[src/rtl/gp_vertex_feeder.sv]
// Graphics-pipeline front end: double-buffered transform/camera operands plus a
// vertex FIFO, streamed as one {operands, vertex} beat per vertex for a framed count.
module gp_vertex_feeder #(
    parameter int unsigned DATA_W = 16,
    parameter int unsigned DEPTH  = 8,
    parameter int unsigned CNT_W  = 12
) (
    input  logic                      i_Clk,
    input  logic                      i_Rst_n,
    input  logic                      i_ParWe,
    input  logic [3:0]                i_ParAddr,
    input  logic [DATA_W-1:0]         i_ParData,
    input  logic                      i_Start,
    input  logic [CNT_W-1:0]          i_VtxCount,
    input  logic                      i_Abort,
    input  logic                      i_VtxValid,
    output logic                      o_VtxReady,
    input  logic [3*DATA_W-1:0]       i_Vertex,
    output logic                      o_OutValid,
    input  logic                      i_OutReady,
    output logic [16*DATA_W-1:0]      o_OutParams,
    output logic [3*DATA_W-1:0]       o_OutVertex,
    output logic                      o_Busy,
    output logic                      o_Done,
    output logic [$clog2(DEPTH):0]    o_Level
);
    localparam int unsigned PTR_W = $clog2(DEPTH);
    localparam int unsigned LVL_W = PTR_W + 1;
    localparam int unsigned VTX_W = 3 * DATA_W;
    localparam int unsigned NPAR  = 16;

    typedef enum logic [1:0] {ST_IDLE, ST_RUN, ST_DONE} state_e;

    state_e             state_q, state_d;
    logic [DATA_W-1:0]  shadow_q [NPAR];
    logic [DATA_W-1:0]  shadow_d [NPAR];
    logic [DATA_W-1:0]  active_q [NPAR];
    logic [DATA_W-1:0]  active_d [NPAR];
    logic [VTX_W-1:0]   mem_q [DEPTH];
    logic [VTX_W-1:0]   mem_d [DEPTH];
    logic [PTR_W-1:0]   wr_q, wr_d, rd_q, rd_d;
    logic [LVL_W-1:0]   level_q, level_d;
    logic [CNT_W-1:0]   remain_q, remain_d;
    logic               push, pop, out_valid;

    // Every output is a direct decode of registered state.
    assign out_valid   = (state_q == ST_RUN) && (level_q != '0);
    assign o_OutValid  = out_valid;
    assign o_VtxReady  = (level_q != LVL_W'(DEPTH));
    assign o_Level     = level_q;
    assign o_OutVertex = mem_q[rd_q];
    assign o_Busy      = (state_q == ST_RUN);
    assign o_Done      = (state_q == ST_DONE);

    always_comb begin
        for (int i = 0; i < NPAR; i++) begin
            o_OutParams[i*DATA_W +: DATA_W] = active_q[i];
        end
    end

    always_comb begin
        state_d  = state_q;
        shadow_d = shadow_q;
        active_d = active_q;
        mem_d    = mem_q;
        wr_d     = wr_q;
        rd_d     = rd_q;
        remain_d = remain_q;
        push     = i_VtxValid && o_VtxReady;
        pop      = out_valid && i_OutReady;

        if (i_ParWe) begin
            shadow_d[i_ParAddr] = i_ParData;
        end
        if (push) begin
            mem_d[wr_q] = i_Vertex;
            wr_d        = wr_q + PTR_W'(1);
        end
        if (pop) begin
            rd_d = rd_q + PTR_W'(1);
        end
        level_d = level_q + LVL_W'(push) - LVL_W'(pop);

        case (state_q)
            ST_IDLE: begin
                if (i_Start) begin
                    // Commit includes a same-cycle operand write.
                    remain_d = i_VtxCount;
                    active_d = shadow_d;
                    state_d  = (i_VtxCount == '0) ? ST_DONE : ST_RUN;
                end
            end
            ST_RUN: begin
                if (i_Abort) begin
                    state_d = ST_IDLE;
                    wr_d    = '0;
                    rd_d    = '0;
                    level_d = '0;
                end else if (pop) begin
                    remain_d = remain_q - CNT_W'(1);
                    if (remain_q == CNT_W'(1)) begin
                        state_d = ST_DONE;
                    end
                end
            end
            ST_DONE: state_d = ST_IDLE;
            default: state_d = ST_IDLE;
        endcase
    end

    always_ff @(posedge i_Clk or negedge i_Rst_n) begin
        if (!i_Rst_n) begin
            state_q  <= ST_IDLE;
            wr_q     <= '0;
            rd_q     <= '0;
            level_q  <= '0;
            remain_q <= '0;
            for (int i = 0; i < NPAR; i++) begin
                shadow_q[i] <= '0;
                active_q[i] <= '0;
            end
            for (int i = 0; i < DEPTH; i++) begin
                mem_q[i] <= '0;
            end
        end else begin
            state_q  <= state_d;
            wr_q     <= wr_d;
            rd_q     <= rd_d;
            level_q  <= level_d;
            remain_q <= remain_d;
            shadow_q <= shadow_d;
            active_q <= active_d;
            mem_q    <= mem_d;
        end
    end
endmodule

[config.mk]
export PLATFORM = sky130hd
export DESIGN_NAME = gp_vertex_feeder
export DESIGN_NICKNAME = d
export VERILOG_FILES = /design/src/rtl/gp_vertex_feeder.sv
export SDC_FILE = /design/constraint.sdc
export NUM_CORES = 1
export LEC_CHECK = 0
export BUFFER_PORTS_ARGS = -buffer_cell sky130_fd_sc_hd__buf_2
export CAP_MARGIN = 0
export CELL_PAD_IN_SITES_DETAIL_PLACEMENT = 0
export CELL_PAD_IN_SITES_GLOBAL_PLACEMENT = 1
export CORE_UTILIZATION = 50
export CTS_CLUSTER_DIAMETER = 150
export DETAILED_ROUTE_END_ITERATION = 7
export PLACE_DENSITY_LB_ADDON = 0.1
export SYNTH_ARGS = -nofsm -noshare
export SYNTH_HDL_FRONTEND = slang
export SYNTH_SLANG_ARGS = --single-unit
[constraint.sdc]
create_clock -name i_Clk -period 3.8 [get_ports i_Clk]
set_clock_uncertainty 0.1 [all_clocks]
set_input_delay 0.57 -clock i_Clk [delete_from_list [all_inputs] [get_ports i_Clk]]
set_output_delay 0.57 -clock i_Clk [all_outputs]
set_load 0.03 [all_outputs]
==> flow_metrics.tcl <==
set metrics [dict create \
    holdWs_ps 94.8 \
    grt_usage_pct 24.2 \
    die_h_um 276 \
    grt_pass1_vias 22700 \
    postSynthCellCount 2274 \
    fin_util_pct 59.7 \
    die-area_mm2 0.0764 \
    min_period_ps 3480 \
    ir_worst_vdd_mv 0.495 \
    crit_required_ps 3130 \
    netlist-cell-type-count 54 \
    path_cells "buf_12 -> mux4_2 -> mux2_2 -> buf_2" \
    avgSynthCellArea_um2 16.6 \
    cap_violations 0 \
    via_per_inst 5.60 \
    initial_utilization_pct 50.6 \
    max_freq_ghz 0.287 \
    drc 0 \
    ant_nets 0 \
    critPathCaptureType "output pin" \
    crit_fanout 28 \
    crit_family "flip-flops" \
    synth-compound-area-share_pct 0.741 \
    ys_warn_count 0 \
    routabilityCongestion 0.801 \
    area_delta_synth_final_pct 17.9 \
    timing.rr.end "o_Level[2]" \
    r2r_start "o_Level[2]" \
    post_cts_buffers 0 \
    synth_area_leader_cell "dfrtp_1" \
    cts_tree "yes" \
    internal-power_mw 25.2 \
    ctsResizeCount 0 \
    clock_sinks 920 \
    ys.flop_type "dfrtp_1" \
    dp_hpwl_um 58900 \
    drt-initial-drc-count 1260 \
    numCtsBuffers 96 \
    multi_input_area_mm2 0.0139 \
    worstMarginPinSlew_ps 1090 \
    ys_async_sr_fraction_pct 100 \
    fin_area_mm2 0.0444 \
    rows 100 \
    cp-start-kind "flop" \
    cts_root_buffer "clkbuf_16" \
    hold_depth 2 \
    crit_type "flop to output pin" \
    synth-simple-area-share_pct 1.48 \
    rsz0062_at_grt "false" \
    post-route-period-util_pct 91.7 \
    io_pins 399 \
    ff2ff_path_depth 11 \
    cts_hold_buffers 1 \
    synth_area_leaders "dfrtp_1 (61%), mux2_2 (28%), mux4_2 (5.7%), buf_2 (0.85%), mux2_4 (0.80%)" \
    power.density_mw_per_mm2 858 \
    grt_max_degree 106 \
    vias 21000 \
    hold_class "input pin to flop" \
    drive_above_1_share_pct 60.6 \
    synth_edf_count 0 \
    cp.arrival_ps 2810 \
    hold_viol_final 0 \
    post-synth-top-count-cell "mux2_2" \
    post_drt_wl_per_cell_um 24.2 \
    firstDrtPassIters 4 \
    routed_wl_um 90800 \
    maxSlewViolCount 0 \
    clock_latency_ps 650 \
    clk_pin_slew_ps 60 \
    cts_buffer_depth 3 \
    io_buffers 398 \
    dieWidth_um 276 \
    combPwrFrac_pct 35.0 \
    ys_ff_latch 920 \
    p_seq_share_pct 39.6 \
    synth_top_family_by_area "multiplexers" \
    regArea_mm2 0.0230 \
    slowest_delay_ps 850 \
    core_area_mm2 0.0744 \
    fin_tns_setup_ps 0 \
    place_area_mm2 0.0411 \
    power_leakage_nw 20.4 \
    synth_xor_area_share_pct 0.116 \
    p_clk_share_pct 25.4 \
    synthMuxAreaShare_pct 34.2 \
    design.final.nets 2801 \
    sw_frac_of_total_pct 34.0 \
    yosys-top-cells-count "mux2_2 (924), dfrtp_1 (920), mux4_2 (96), buf_2 (64), clkbuf_1 (46)" \
    netlist_area_mm2 0.0377 \
    cp_slowest_cell "dfrtp_4" \
    status "finished clean" \
    antenna_found_initial 18 \
    ys_seq_area_share_pct 61.1 \
    rrSetupSlack_ps 900 \
    fillers 5750 \
    relSlewSlack_pct 27.3 \
    setup_viol 0 \
    grt_pass1_wl_um 141000 \
    p_switching_mw 13.0 \
    path_buf_inv 2 \
    min_from "i_Abort" \
    synthAdderAreaFrac_pct 0.385 \
    synth_top_area_share_pct 61.1 \
    grt_overflow 0 \
    cts_max_level 3 \
    synth_nets 2372 \
    worstHoldEndpoint "state_q[1]" \
]
final cells by class:
| type | count | share of cell area (%) |
|---|---|---|
| Multi-Input combinational cell | 1199 | 31.4 |
| Timing Repair Buffer | 475 | 6.49 |
| Tap cell | 969 | 2.73 |
| Sequential cell | 920 | 51.8 |
| Inverter | 11 | 0.0929 |
| Antenna cell | 6 | 0.0338 |
| Clock inverter | 31 | 1.04 |
| Clock buffer | 144 | 6.43 |
layer usage:
| metal | vias to the layer above | track usage [%] | routed length (um) |
|---|---|---|---|
| met4 | 22 | 7.98 | 2800 |
| met3 | 154 | 5.98 | 5290 |
| met1 | 11200 | 33.1 | 39600 |
| li1 | 9170 | - | - |
| met5 | - | 0 | 138 |
| met2 | 441 | 38.0 | 43000 |
per-stage QoR:
| stage | instances | power [mW] | setup slack, ps |
|---|---|---|---|
| finish | 3755 | 38.1 | 317 |
| CTS | 3749 | 38.6 | 235 |
| global route | 3754 | 40.0 | 162 |
| floorplan | 2274 | 24.4 | 830 |
| global placement | 3573 | 28.3 | 936 |
| detailed placement | 3573 | 28.8 | 892 |
state kept, by name, summed over array words and instances (netlist names):
name,cells
shadow_q,256
o_Level,4
rd_q,3
o_OutParams,256
state_q,2
mem_q,384
wr_q,3
remain_q,12
logic make-up (layout without fill, tap and decap cells):
logic type | count (synthesis) | after routing
AO/OA/AOI/OAI | 43 | 43
XOR/XNOR | 5 | 5
adder cells (fa/ha/maj) | 11 | 11
buffers and inverters | 155 | 661
flip-flops | 920 | 920
multiplexers | 1041 | 1041
other | 0 | 6
AND/OR/NAND/NOR | 99 | 99
how the worst max path moves through the flow:
stage,start,endpoint,cells after the start
floorplan,o_Level[2],o_Level[2],13
global placement,rd_q[0],o_OutVertex[11],4
detailed placement,o_Level[2],o_Level[2],11
CTS,rd_q[0],o_OutVertex[11],4
global route,rd_q[0],o_OutVertex[16],4
finish,rd_q[0],o_OutVertex[14],4
power by group through the flow:
stage / Sequential, mW / Clock, mW / Combinational [mW]
4_1_cts: 15.1 / 9.92 / 13.5
6_report: 15.1 / 9.70 / 13.3
3_5_place_dp: 15.3 / 0 / 13.5
2_1_floorplan: 16.8 / 0 / 7.58
5_1_grt: 15.6 / 10.3 / 14.2
3_3_place_gp: 15.1 / 0 / 13.2
cell usage in the layout (no fill, tap or decap), types with 4 or more instances in the layout:
cell	netlist	layout
mux2_2	924	924
dfrtp_1	920	917
buf_2	64	397
clkbuf_16	0	98
mux4_2	96	96
buf_4	12	52
nor2_1	25	24
buf_12	1	24
clkbuf_8	0	23
clkbuf_1	46	23
mux2_4	20	20
clkinv_2	0	14
nand2_1	13	13
a21oi_1	12	12
inv_1	11	11
o21ai_0	10	10
ha_1	10	10
bufinv_16	0	10
nand3_1	9	8
nor4_1	7	7
diode_2	0	6
nand2b_1	6	5
or3_1	5	5
nor3b_1	7	4
worst register-to-register path: stages (launching register included):
cell	delay, ps
dfrtp_1	380
inv_1	110
ha_1	160
or3b_2	520
and3_1	290
ha_1	310
inv_1	60
ha_1	160
inv_1	60
fa_1	400
xor2_1	150
nor2_1	60
(Power assumes the default switching activity.)
